File: src/rtl/sort_pkg.sv
// Shared definitions for the operator-entry loader, the sorter and the display
// stages: element width, lane count, element type and loader state encoding.
package sort_pkg;

  localparam int W = 3;
  localparam int N = 8;

  typedef logic [W-1:0] elem_t;

  typedef enum logic {
    FILL = 1'b0,
    FULL = 1'b1
  } load_state_t;

  // Width of a counter that must hold every value 0..n inclusive.
  function automatic int count_width(input int n);
    return $clog2(n) + 1;
  endfunction

endpackage

File: src/rtl/btn_debounce.sv
// Push-button conditioner: two-flop synchronizer, level debouncer and a
// single-cycle pulse on the rising edge of the debounced level.
module btn_debounce #(
  parameter int DEBOUNCE_CYCLES = 1_000_000
) (
  input  logic clk,
  input  logic reset,
  input  logic btn_in,
  output logic press
);

  // A counter of this width reaches DEBOUNCE_CYCLES-1 exactly; minimum is 2.
  localparam int CNT_W = $clog2(DEBOUNCE_CYCLES);
  localparam logic [CNT_W-1:0] CNT_LAST = CNT_W'(DEBOUNCE_CYCLES - 1);

  logic             btn_meta_q;
  logic             btn_s_q;
  logic             btn_stable_q;
  logic             btn_stable_prev_q;
  logic [CNT_W-1:0] db_cnt_q;

  // Bring the raw button into the clock domain through two flops.
  always_ff @(posedge clk or negedge reset) begin
    if (!reset) begin
      btn_meta_q <= 1'b0;
      btn_s_q    <= 1'b0;
    end else begin
      btn_meta_q <= btn_in;
      btn_s_q    <= btn_meta_q;
    end
  end

  // Accept a new level only after it has differed from the stable level for
  // DEBOUNCE_CYCLES consecutive cycles; any return to the old level restarts.
  always_ff @(posedge clk or negedge reset) begin
    if (!reset) begin
      btn_stable_q <= 1'b0;
      db_cnt_q     <= '0;
    end else if (btn_s_q == btn_stable_q) begin
      db_cnt_q <= '0;
    end else if (db_cnt_q == CNT_LAST) begin
      btn_stable_q <= btn_s_q;
      db_cnt_q     <= '0;
    end else begin
      db_cnt_q <= db_cnt_q + CNT_W'(1);
    end
  end

  // Delayed copy of the stable level for edge detection.
  always_ff @(posedge clk or negedge reset) begin
    if (!reset) begin
      btn_stable_prev_q <= 1'b0;
    end else begin
      btn_stable_prev_q <= btn_stable_q;
    end
  end

  // Only the press edge matters; releases are ignored.
  assign press = btn_stable_q & ~btn_stable_prev_q;

endmodule

File: src/rtl/sort_loader.sv
// Operator-entry front end for the sorting network: one debounced button
// press captures the synchronized switch value into the next slot; once all
// slots are filled the packed vector is held valid and a start pulse issued.
module sort_loader #(
  parameter int W               = sort_pkg::W,
  parameter int N               = sort_pkg::N,
  parameter int DEBOUNCE_CYCLES = 1_000_000
) (
  input  logic                 clk,
  input  logic                 reset,
  input  logic                 btnU,
  input  logic                 clr,
  input  logic [W-1:0]         sw,
  output logic [N*W-1:0]       nums,
  output logic                 nums_valid,
  output logic                 start,
  output logic [$clog2(N):0]   count
);

  import sort_pkg::*;

  localparam int CW = $clog2(N) + 1;
  localparam logic [CW-1:0] COUNT_LAST = CW'(N - 1);

  load_state_t      state_q, state_d;
  logic [CW-1:0]    count_q, count_d;
  logic             start_q, start_d;
  logic [W-1:0]     sw_meta_q, sw_s_q;
  logic             press;

  // Slot-update controls decoded by the FSM.
  logic             load_en;    // write sw_s into the slot addressed by count
  logic             reload;     // restart from FULL: slot 0 <= sw_s, others 0
  logic             clear_all;  // wipe every slot

  logic [N-1:0][W-1:0] slots_w;

  btn_debounce #(
    .DEBOUNCE_CYCLES(DEBOUNCE_CYCLES)
  ) u_btn_debounce (
    .clk   (clk),
    .reset (reset),
    .btn_in(btnU),
    .press (press)
  );

  // Two-flop synchronizer for the element switches.
  always_ff @(posedge clk or negedge reset) begin
    if (!reset) begin
      sw_meta_q <= '0;
      sw_s_q    <= '0;
    end else begin
      sw_meta_q <= sw;
      sw_s_q    <= sw_meta_q;
    end
  end

  // FSM state, fill count and start pulse registers.
  always_ff @(posedge clk or negedge reset) begin
    if (!reset) begin
      state_q <= FILL;
      count_q <= '0;
      start_q <= 1'b0;
    end else begin
      state_q <= state_d;
      count_q <= count_d;
      start_q <= start_d;
    end
  end

  // Next-state and slot controls; clr overrides any coincident press.
  always_comb begin
    state_d   = state_q;
    count_d   = count_q;
    start_d   = 1'b0;
    load_en   = 1'b0;
    reload    = 1'b0;
    clear_all = 1'b0;
    if (clr) begin
      clear_all = 1'b1;
      count_d   = '0;
      state_d   = FILL;
    end else begin
      case (state_q)
        FILL: begin
          if (press) begin
            load_en = 1'b1;
            count_d = count_q + CW'(1);
            if (count_q == COUNT_LAST) begin
              // Last slot written: the vector becomes valid next cycle.
              state_d = FULL;
              start_d = 1'b1;
            end
          end
        end
        FULL: begin
          if (press) begin
            reload  = 1'b1;
            count_d = CW'(1);
            state_d = FILL;
          end
        end
        default: begin
          state_d = FILL;
          count_d = '0;
        end
      endcase
    end
  end

  // One register per slot; each slot decodes its own write condition.
  generate
    for (genvar gi = 0; gi < N; gi++) begin : g_slot
      localparam logic [CW-1:0] SLOT_IDX = CW'(gi);
      logic [W-1:0] slot_q, slot_d;

      // Select the next value for this slot from the FSM controls.
      always_comb begin
        slot_d = slot_q;
        if (clear_all) begin
          slot_d = '0;
        end else if (load_en && (count_q == SLOT_IDX)) begin
          slot_d = sw_s_q;
        end else if (reload) begin
          slot_d = (gi == 0) ? sw_s_q : '0;
        end
      end

      // Slot storage.
      always_ff @(posedge clk or negedge reset) begin
        if (!reset) begin
          slot_q <= '0;
        end else begin
          slot_q <= slot_d;
        end
      end

      assign slots_w[gi] = slot_q;
    end
  endgenerate

  assign nums       = slots_w;
  assign nums_valid = (state_q == FULL);
  assign start      = start_q;
  assign count      = count_q;

endmodule
File: config.mk
export PLATFORM = sky130hd
export DESIGN_NAME = sort_loader
export DESIGN_NICKNAME = d
export VERILOG_FILES = /design/src/rtl/sort_pkg.sv /design/src/rtl/btn_debounce.sv /design/src/rtl/sort_loader.sv
export SDC_FILE = /design/constraint.sdc
export NUM_CORES = 1
export LEC_CHECK = 0
export BUFFER_PORTS_ARGS = -buffer_cell sky130_fd_sc_hd__buf_4
export CAP_MARGIN = 20
export CORE_ASPECT_RATIO = 1.25
export CORE_MARGIN = 1.5
export CORE_UTILIZATION = 40
export DETAILED_ROUTE_END_ITERATION = 6
export PLACE_DENSITY = 0.61
export SETUP_SLACK_MARGIN = 0.05
export SYNTH_ARGS = -nofsm -noshare
export SYNTH_HDL_FRONTEND = slang
export SYNTH_SLANG_ARGS = --single-unit
File: constraint.sdc
create_clock -name clk -period 4.5 [get_ports clk]
set_clock_uncertainty 0.1 [all_clocks]
set_input_delay 0.225 -clock clk [delete_from_list [all_inputs] [get_ports clk]]
set_output_delay 0.225 -clock clk [all_outputs]
set_load 0.005 [all_outputs]
# ---- Word level (Yosys, flattened, before mapping)
# Cells that the tools add are included.
dict set report classes {
  bitwise 4
  n_mux 37
  n_reduce_logical 19
  eq_ne 11
  addsub 2
}
# op count
set ops {}
lappend ops {{$mux 3} 18}
lappend ops {{$mux 20} 2}
lappend ops {{$reduce_bool 3->1} 8}
lappend ops {{$add 20x1->20 const B} 1}
lappend ops {{$eq 20x20->1 const B} 1}
lappend ops {{$eq 4x3->1 const B} 4}
lappend ops {{$mux 1} 12}
lappend ops {{$mux 4} 3}
lappend ops {{$eq 4x2->1 const B} 2}
lappend ops {{$logic_and 1x1->1} 8}
lappend ops {{$pmux 4 s2} 1}
lappend ops {{$add 4x1->4 const B} 1}
lappend ops {{$eq 4x1->1 const B} 1}
lappend ops {{$logic_not 4->1} 1}
lappend ops {{$reduce_and 2->1} 2}
lappend ops {{$ne 3x2->1 const B} 1}
lappend ops {{$ne 3x3->1 const B} 1}
lappend ops {{$not 1->1} 3}
lappend ops {{$pmux 1 s2} 1}
lappend ops {{$and 1x1->1} 1}
lappend ops {{$eq 1x1->1} 1}
dict set report totals {
  in_bits 7
  output_inout_bits 30
  reg_bits 60
}

# ---- Depth between registers and ports, before layout
# Gate-level depths: netlist of the first run.
dict set report depth {
  depth_word 8
  mapped_depth 6
  mapped_depth_nobuf 5
}

# ---- Cells and area by module
# A second synthesis of the first run with hierarchy kept.
dict set report unflattened {
  hier_cells 246
  hier_area_um2 2718.9
}
# module instances cells_each seq_area_each_um2 area_each_um2
set by_module_without_submodules {}
lappend by_module_without_submodules {sort_loader 1 136 900.9 1572.8}
lappend by_module_without_submodules {btn_debounce 1 110 600.6 1146.1}

# ---- Worst setup path before layout of the first run
# No wires, ideal clock.
dict set report synth_timing {
  path_kind {reg-to-reg}
  from {reg u_btn_debounce.db_cnt_q[11]}
  to {reg u_btn_debounce.btn_stable_q}
  path_buffers 0
  t_arrival_ps 1900
  slack_ps 2373
  setup_time_ps 128
  synth_period_minus_slack_ps 2127
  path_stages_with_launch 5
  cell_sequence {dfrtp_1 or4b_1 or4_4 nor2_1 mux2_1}
}
dict set report synth_between {
  elab_chain_cells 2
}
# item line
set synth_rtl {}
lappend synth_rtl {{from (decl)} btn_debounce.sv:20} ;# logic [CNT_W-1:0] db_cnt_q;
lappend synth_rtl {{from (signal assigned)} btn_debounce.sv:45} ;# db_cnt_q <= db_cnt_q + CNT_W'(1);
lappend synth_rtl {{$eq 20x20->1} btn_debounce.sv:41} ;# end else if (db_cnt_q == CNT_LAST) begin
lappend synth_rtl {{$reduce_and 2->1 (no source line)} -}
lappend synth_rtl {{to (signal assigned)} btn_debounce.sv:42} ;# btn_stable_q <= btn_s_q;
lappend synth_rtl {{to (decl)} btn_debounce.sv:18} ;# logic btn_stable_q;
# No other way between the ends.
# A chain may end at the register's enable or synchronous reset.

# ---- Worst setup path in the final report of the first run
dict set report layout_timing {
  from {reg u_btn_debounce.db_cnt_q[0]}
  to {reg u_btn_debounce.db_cnt_q[11]}
}
dict set report layout_between {
  elab_chain_cells 3
  elab_cells_between_ends 4
  classes_between {add/sub (1); eq/ne (1); mux (2)}
}
# item line
set layout_rtl {}
lappend layout_rtl {{$add 20x1->20 or $eq 20x20->1 (tied branches)} {btn_debounce.sv:45, btn_debounce.sv:41}}
lappend layout_rtl {{$mux 20 (*)} btn_debounce.sv:41}
lappend layout_rtl {{$mux 20 (*)} btn_debounce.sv:39} ;# end else if (btn_s_q == btn_stable_q) begin
# Mark *: on every way between the ends. The rest lies on a longest branch, timed or not.

==> results.toml, run 1 <==
[logic_synthesis]
synthesis.area_um2 = 2630
synth_largest_area_cell = "dfrtp_1"
synth-seq-area-share_pct = 57.1
synthCells = 242
async_reset_ff_share_pct = 100
yosysWarnings = 0
synth_flop_cell = "dfrtp_1"
synth_cell_types = 34
synth_seq_cells = 60
syn_area_per_cell_um2 = 10.9
syn_nets = 254
synth-edff-count = 0
synth.area.top_cells = "dfrtp_1 57%, mux2i_1 9.1%, nand2_1 5.1%"
synth.top_cell.area_share_pct = 57.1

[detailed_routing]
drc = 0
vias = 1862
totalWireLength_um = 5100
first_pass_iters = 4
wl_per_cell_um = 13.5
viasPerCell = 4.91
ant_nets = 0
initialDrtViolationCount = 105

[clock_network]
clock_latency_ns = 0.34
path_clk_slew_ns = 0.07
cts_max_level = 3
cts_made_buffers = 9
clockBufferDepth = 2
root_buffer = "clkbuf_8"
cts_tree = "yes"
clkSinkCount = 60

[placement]
place_hpwl_um = 3450
dpl_worst_slack_ns = 2.22
gp_congestion = 0.787
io_buffers = 36

[timing]
fin_crit_ns = 2.28
drv_slew = 0
slew_headroom_pct = 45.7
setup_tns_ns = 0
fmaxAchievable_mhz = 438
setup_viol = 0
fin_ws_ns = 2.22
fin_crit_sh_pct = 50.7
hold_viol_final = 0
rsz0062_at_grt = "no"
worst_slew_pin_slew_ns = 0.813

[global_routing]
antenna_found_initial = 0
overflow = 0
grt_max_degree = 61
grt_pass1_wl_um = 8680
grtUsageTotal_pct = 16.7
grt_pass1_vias = 1772

[status]
status = "finished clean"

[floorplanning]
initial_core_util_pct = 42.1
die_y_um = 93.6
die_area_um2 = 7070
ios = 37
die_w_um = 75.5
coreArea_um2 = 6250
row_count = 32

[power]
ir_drop_mv = 0.194
p_per_area_nw_per_um2 = 359
p_leak_uw = 0.00156

[cells_and_area]
diodes = 0
drive_gt1_share_pct = 18.7
fillers = 584
syn_to_final_growth_pct = 24.4
fin_nets = 301
utilization_pct = 52.3

[run]
max_cap_violations = 0

[critical_path]
start_kind = "flop"
crit_fanout = 18
arrival_ns = 2.39
worstPathRequired_ns = 4.60
end_kind = "flop"
crit_type = "reg -> reg"

[worst_hold_path]
min_path_type = "in -> reg"
[cell families after synthesis]
kind of cell	share of synthesized area (%)
muxes	9.57
DFF	57.1
xor gates and xnor gates	5.33
and+or+nand+nor	19.0
AOI/OAI and AO/OA	4.05
buffers and inverters	2.57
adders and majority gates	2.38
[power by group]
group	internal [uW]	switching, uW	total (uW)
clock	358	211	568
combinational	20.5	29.3	49.8
sequential	549	7.37	556
[what timing repair did]
action / 4_1_cts / 5_1_grt
hold buffers: 5 / 0
endpoints found under the hold margin: 64 / 0
resized for setup: 0 / 0
buffers inserted: 0 / 0
[state kept, by name (all words and copies together) (netlist names)]
name,count
g_slot.slot_q,24
u_btn_debounce.btn_s_q,1
nums_valid,1
count,4
sw_s_q,3
sw_meta_q,3
start,1
u_btn_debounce.btn_stable_q,1
u_btn_debounce.db_cnt_q,20
u_btn_debounce.btn_stable_prev_q,1
u_btn_debounce.btn_meta_q,1
[through the flow]
stage	hold slack, ns	cell area (um^2)	std cells	total power, uW
floorplan	-0.171	2630	242	587
global placement	0.237	2980	358	614
detailed placement	0.237	2980	358	615
CTS	0.0179	3270	379	1190
global route	0.0257	3270	379	1220
finish	0.0257	3270	379	1170
[area by class of cell]
type	instances	area, um^2	area share [%]
flip-flops and latches	60	1500	45.9
inverters	10	37.5	1.15
clock buffers	13	169	5.17
repair buffers	42	328	10.0
clock inverters	3	67.6	2.07
multi-input cells	166	1060	32.4
well taps	85	106	3.25
[synthesized netlist by cell type, drive strengths merged, types with 3 or more instances]
| cell | instances |
|---|---|
| nand3 | 10 |
| nand2b | 4 |
| nand2 | 36 |
| nor4 | 5 |
| nor3 | 8 |
| nor3b | 3 |
| mux2i | 24 |
| inv | 10 |
| o21ai | 6 |
| ha | 5 |
| nand4 | 5 |
| nor2 | 23 |
| xnor2 | 14 |
| dfrtp | 60 |
| a21oi | 5 |
| clkbuf | 5 |
[placed cells by master, fill, tap and decap left out, types with 8 or more instances in the layout]
cell type | Yosys | routed
inv_1 | 10 | 10
mux2i_1 | 24 | 24
xnor2_1 | 14 | 14
nand2_1 | 36 | 36
dfrtp_1 | 60 | 60
nand3_1 | 10 | 10
nor3_1 | 8 | 8
buf_4 | 0 | 37
clkbuf_8 | 0 | 12
nor2_1 | 23 | 23
[per-layer routing]
| metal | vias to the layer above | wire length [um] | global-route usage [%] |
|---|---|---|---|
| met5 | - | 0 | 0 |
| met2 | 49 | 2450 | 26.2 |
| met3 | 10 | 208 | 3.99 |
| met4 | 0 | 116 | 8.48 |
| met1 | 890 | 2330 | 20.9 |
| li1 | 913 | - | - |
[path summary, 6_finish.rpt]
check                                                startpoint                                     to  slack [ns]  depth (start not counted)
min in group asynchronous                                 reset        g_slot[2].slot_q[1]$_DFFE_PN0P_        0.38                          2
setup / recovery           u_btn_debounce.db_cnt_q[0]$_DFF_PN0_  u_btn_debounce.db_cnt_q[11]$_DFF_PN0_        2.22                          5
setup reg to reg           u_btn_debounce.db_cnt_q[0]$_DFF_PN0_  u_btn_debounce.db_cnt_q[11]$_DFF_PN0_        2.22                          5
max in group asynchronous                                 reset    u_btn_debounce.btn_meta_q$_DFF_PN0_        3.41                          2
hold / removal                                              clr                   count[0]$_DFFE_PN0P_        0.03                          2
hold reg to reg                          sw_meta_q[0]$_DFF_PN0_                    sw_s_q[0]$_DFF_PN0_        0.25                          0
[worst max-delay path, stage by stage, from the launching register on]
cell     delay [ns]
dfrtp_1        0.38
ha_1           0.20
nand3_1        0.26
or4_4          0.65
o21ai_4        0.44
nor2_1         0.11
Note: power is estimated with default switching activity, not from simulation.
==> run 2: changes to the inputs <==
Clock period 4.5 ns to 2.4 ns, I/O delays scaled along.
==> results.toml, run 2 (synthesis gave the netlist of run 1 again) <==
[global_routing]
top_usage_layer = "met2"
grt_pass1_wl_um = 8890
use_met2_pct = 28.5
use_met3_pct = 4.09
grt_pass1_vias = 1891
grt_use_met1_pct = 19.6
overflow = 0
grt_max_degree = 61
grtUsageTotal_pct = 16.9
antenna_found_initial = 0

[critical_path]
arrival_ns = 2.34
crit_fanout = 4
crit_type = "reg -> reg"
start_kind = "flop"
end_kind = "flop"
worstPathRequired_ns = 2.52

[timing]
hold_viol_final = 0
whs_ns = 0.254
fin_ws_ns = 0.183
fin_crit_sh_pct = 92.4
rsz0062_at_grt = "no"
fin_crit_ns = 2.22
slew_headroom_pct = 51.6
setup_tns_ns = 0
setup_viol = 0
fmaxAchievable_mhz = 451
drv_slew = 0
worst_slew_pin_slew_ns = 0.726

[power]
ir_drop_mv = 0.368
switchingPower_uw = 465
p_leak_uw = 0.00158
seqPwrFrac_pct = 51.2
intPower_uw = 1580
clock_power_share_pct = 44.1
p_sw_share_pct = 22.8
p_per_area_nw_per_um2 = 621
combPwrFrac_pct = 4.7

[floorplanning]
coreArea_um2 = 6250
initial_core_util_pct = 42.1
die_w_um = 75.5
ios = 37
row_count = 32
die_area_um2 = 7070
die_y_um = 93.6

[clock_network]
cts_max_level = 3
clockBufferDepth = 2
path_clk_slew_ns = 0.07
clkSinkCount = 60
cts_tree = "yes"
cts_made_buffers = 9
clock_latency_ns = 0.33
ctsResizeCount = 0
root_buffer = "clkbuf_8"

[cells_and_area]
final_cell_mix = "60 x dfrtp_1, 43 x buf_4, 36 x nand2_1"
drive_gt1_share_pct = 20.6
layout_commonest_cell = "dfrtp_1"
largest_register = "g_slot.slot_q"
fin_nets = 308
largest_reg_flops = 24
diodes = 0
fin_cells = 386
syn_to_final_growth_pct = 25.1

[detailed_routing]
viasPerCell = 4.91
wl_per_cell_um = 13.5
totalWireLength_um = 5230
drc = 0
ant_nets = 0
vias = 1895
initialDrtViolationCount = 95
first_pass_iters = 4

[placement]
io_buffers = 36
dp.cells = 364
place_hpwl_um = 3710
gp_congestion = 0.775
dpl_worst_slack_ns = 0.206

[status]
status = "finished clean"

[worst_hold_path]
min_path_type = "reg -> reg"

[run]
max_cap_violations = 0
-- run 2: cell types whose count changed in the layout (fill, tap and decap cells not counted) --
cell / delta
clkinvlp_4: +1
bufinv_16: -1
clkbuf_1: -1
dlygate4sd3_1: +1
clkinv_2: +2
buf_4: +6
clkbuf_8: -2
clkinv_4: +1
-- run 2: routing by layer --
layer  vias to the layer above  share of wire, %
li1                        925                 -
met1                       923                42
met2                        38                53
met3                         9               3.6
met4                         0               1.8
met5                         -                 0
-- run 2: power groups by stage --
| stage | logic [uW] | registers, uW | clock network [uW] |
|---|---|---|---|
| global route | 111 | 1050 | 965 |
| global placement | 91.6 | 1060 | 0 |
| finish | 96.4 | 1050 | 899 |
| CTS | 99.8 | 1040 | 926 |
| floorplan | 40.7 | 1060 | 0 |
| detailed placement | 92.1 | 1060 | 0 |
-- run 2: path summary, 6_finish.rpt --
kind	depth (start not counted)	from	slack [ns]	end
setup / recovery	4	u_btn_debounce.db_cnt_q[10]$_DFF_PN0_	0.18	u_btn_debounce.btn_stable_q$_DFFE_PN0P_
hold / removal	0	sw_meta_q[0]$_DFF_PN0_	0.25	sw_s_q[0]$_DFF_PN0_
setup reg to reg	4	u_btn_debounce.db_cnt_q[10]$_DFF_PN0_	0.18	u_btn_debounce.btn_stable_q$_DFFE_PN0P_
hold reg to reg	0	sw_meta_q[0]$_DFF_PN0_	0.25	sw_s_q[0]$_DFF_PN0_
max in group asynchronous	2	reset	1.43	g_slot[4].slot_q[1]$_DFFE_PN0P_
min in group asynchronous	2	reset	0.29	g_slot[2].slot_q[0]$_DFFE_PN0P_
-- run 2: what timing repair did --
item                                   CTS  global route
buffers inserted                         0             0
hold buffers                             6             0
endpoints found under the hold margin   69             0
setup endpoints to repair                0             0
-- run 2: per-stage QoR --
| step | power (uW) | area [um^2] | utilization, % |
|---|---|---|---|
| 2_1_floorplan | 1100 | 2630 | - |
| 3_3_place_gp | 1150 | 3030 | 48.5 |
| 3_5_place_dp | 1160 | 3030 | 48.5 |
| 4_1_cts | 2070 | 3290 | 52.6 |
| 5_1_grt | 2120 | 3290 | 52.6 |
| 6_report | 2040 | 3290 | 52.6 |
-- run 2: final cells by class --
class,instances,area (um^2)
timing repair buffer,49,383
sequential,60,1500
fill,586,2960
inverter,10,37.5
clock buffer,10,138
clock inverter,6,63.8
tap,85,106
multi-input combinational,166,1060
-- run 2: worst max-delay path: stages, from the launching register on --
cell and delay (ns):
dfrtp_1 0.42, or4b_1 0.50, or4_4 0.51, nor2_1 0.22
mux2_1 0.34
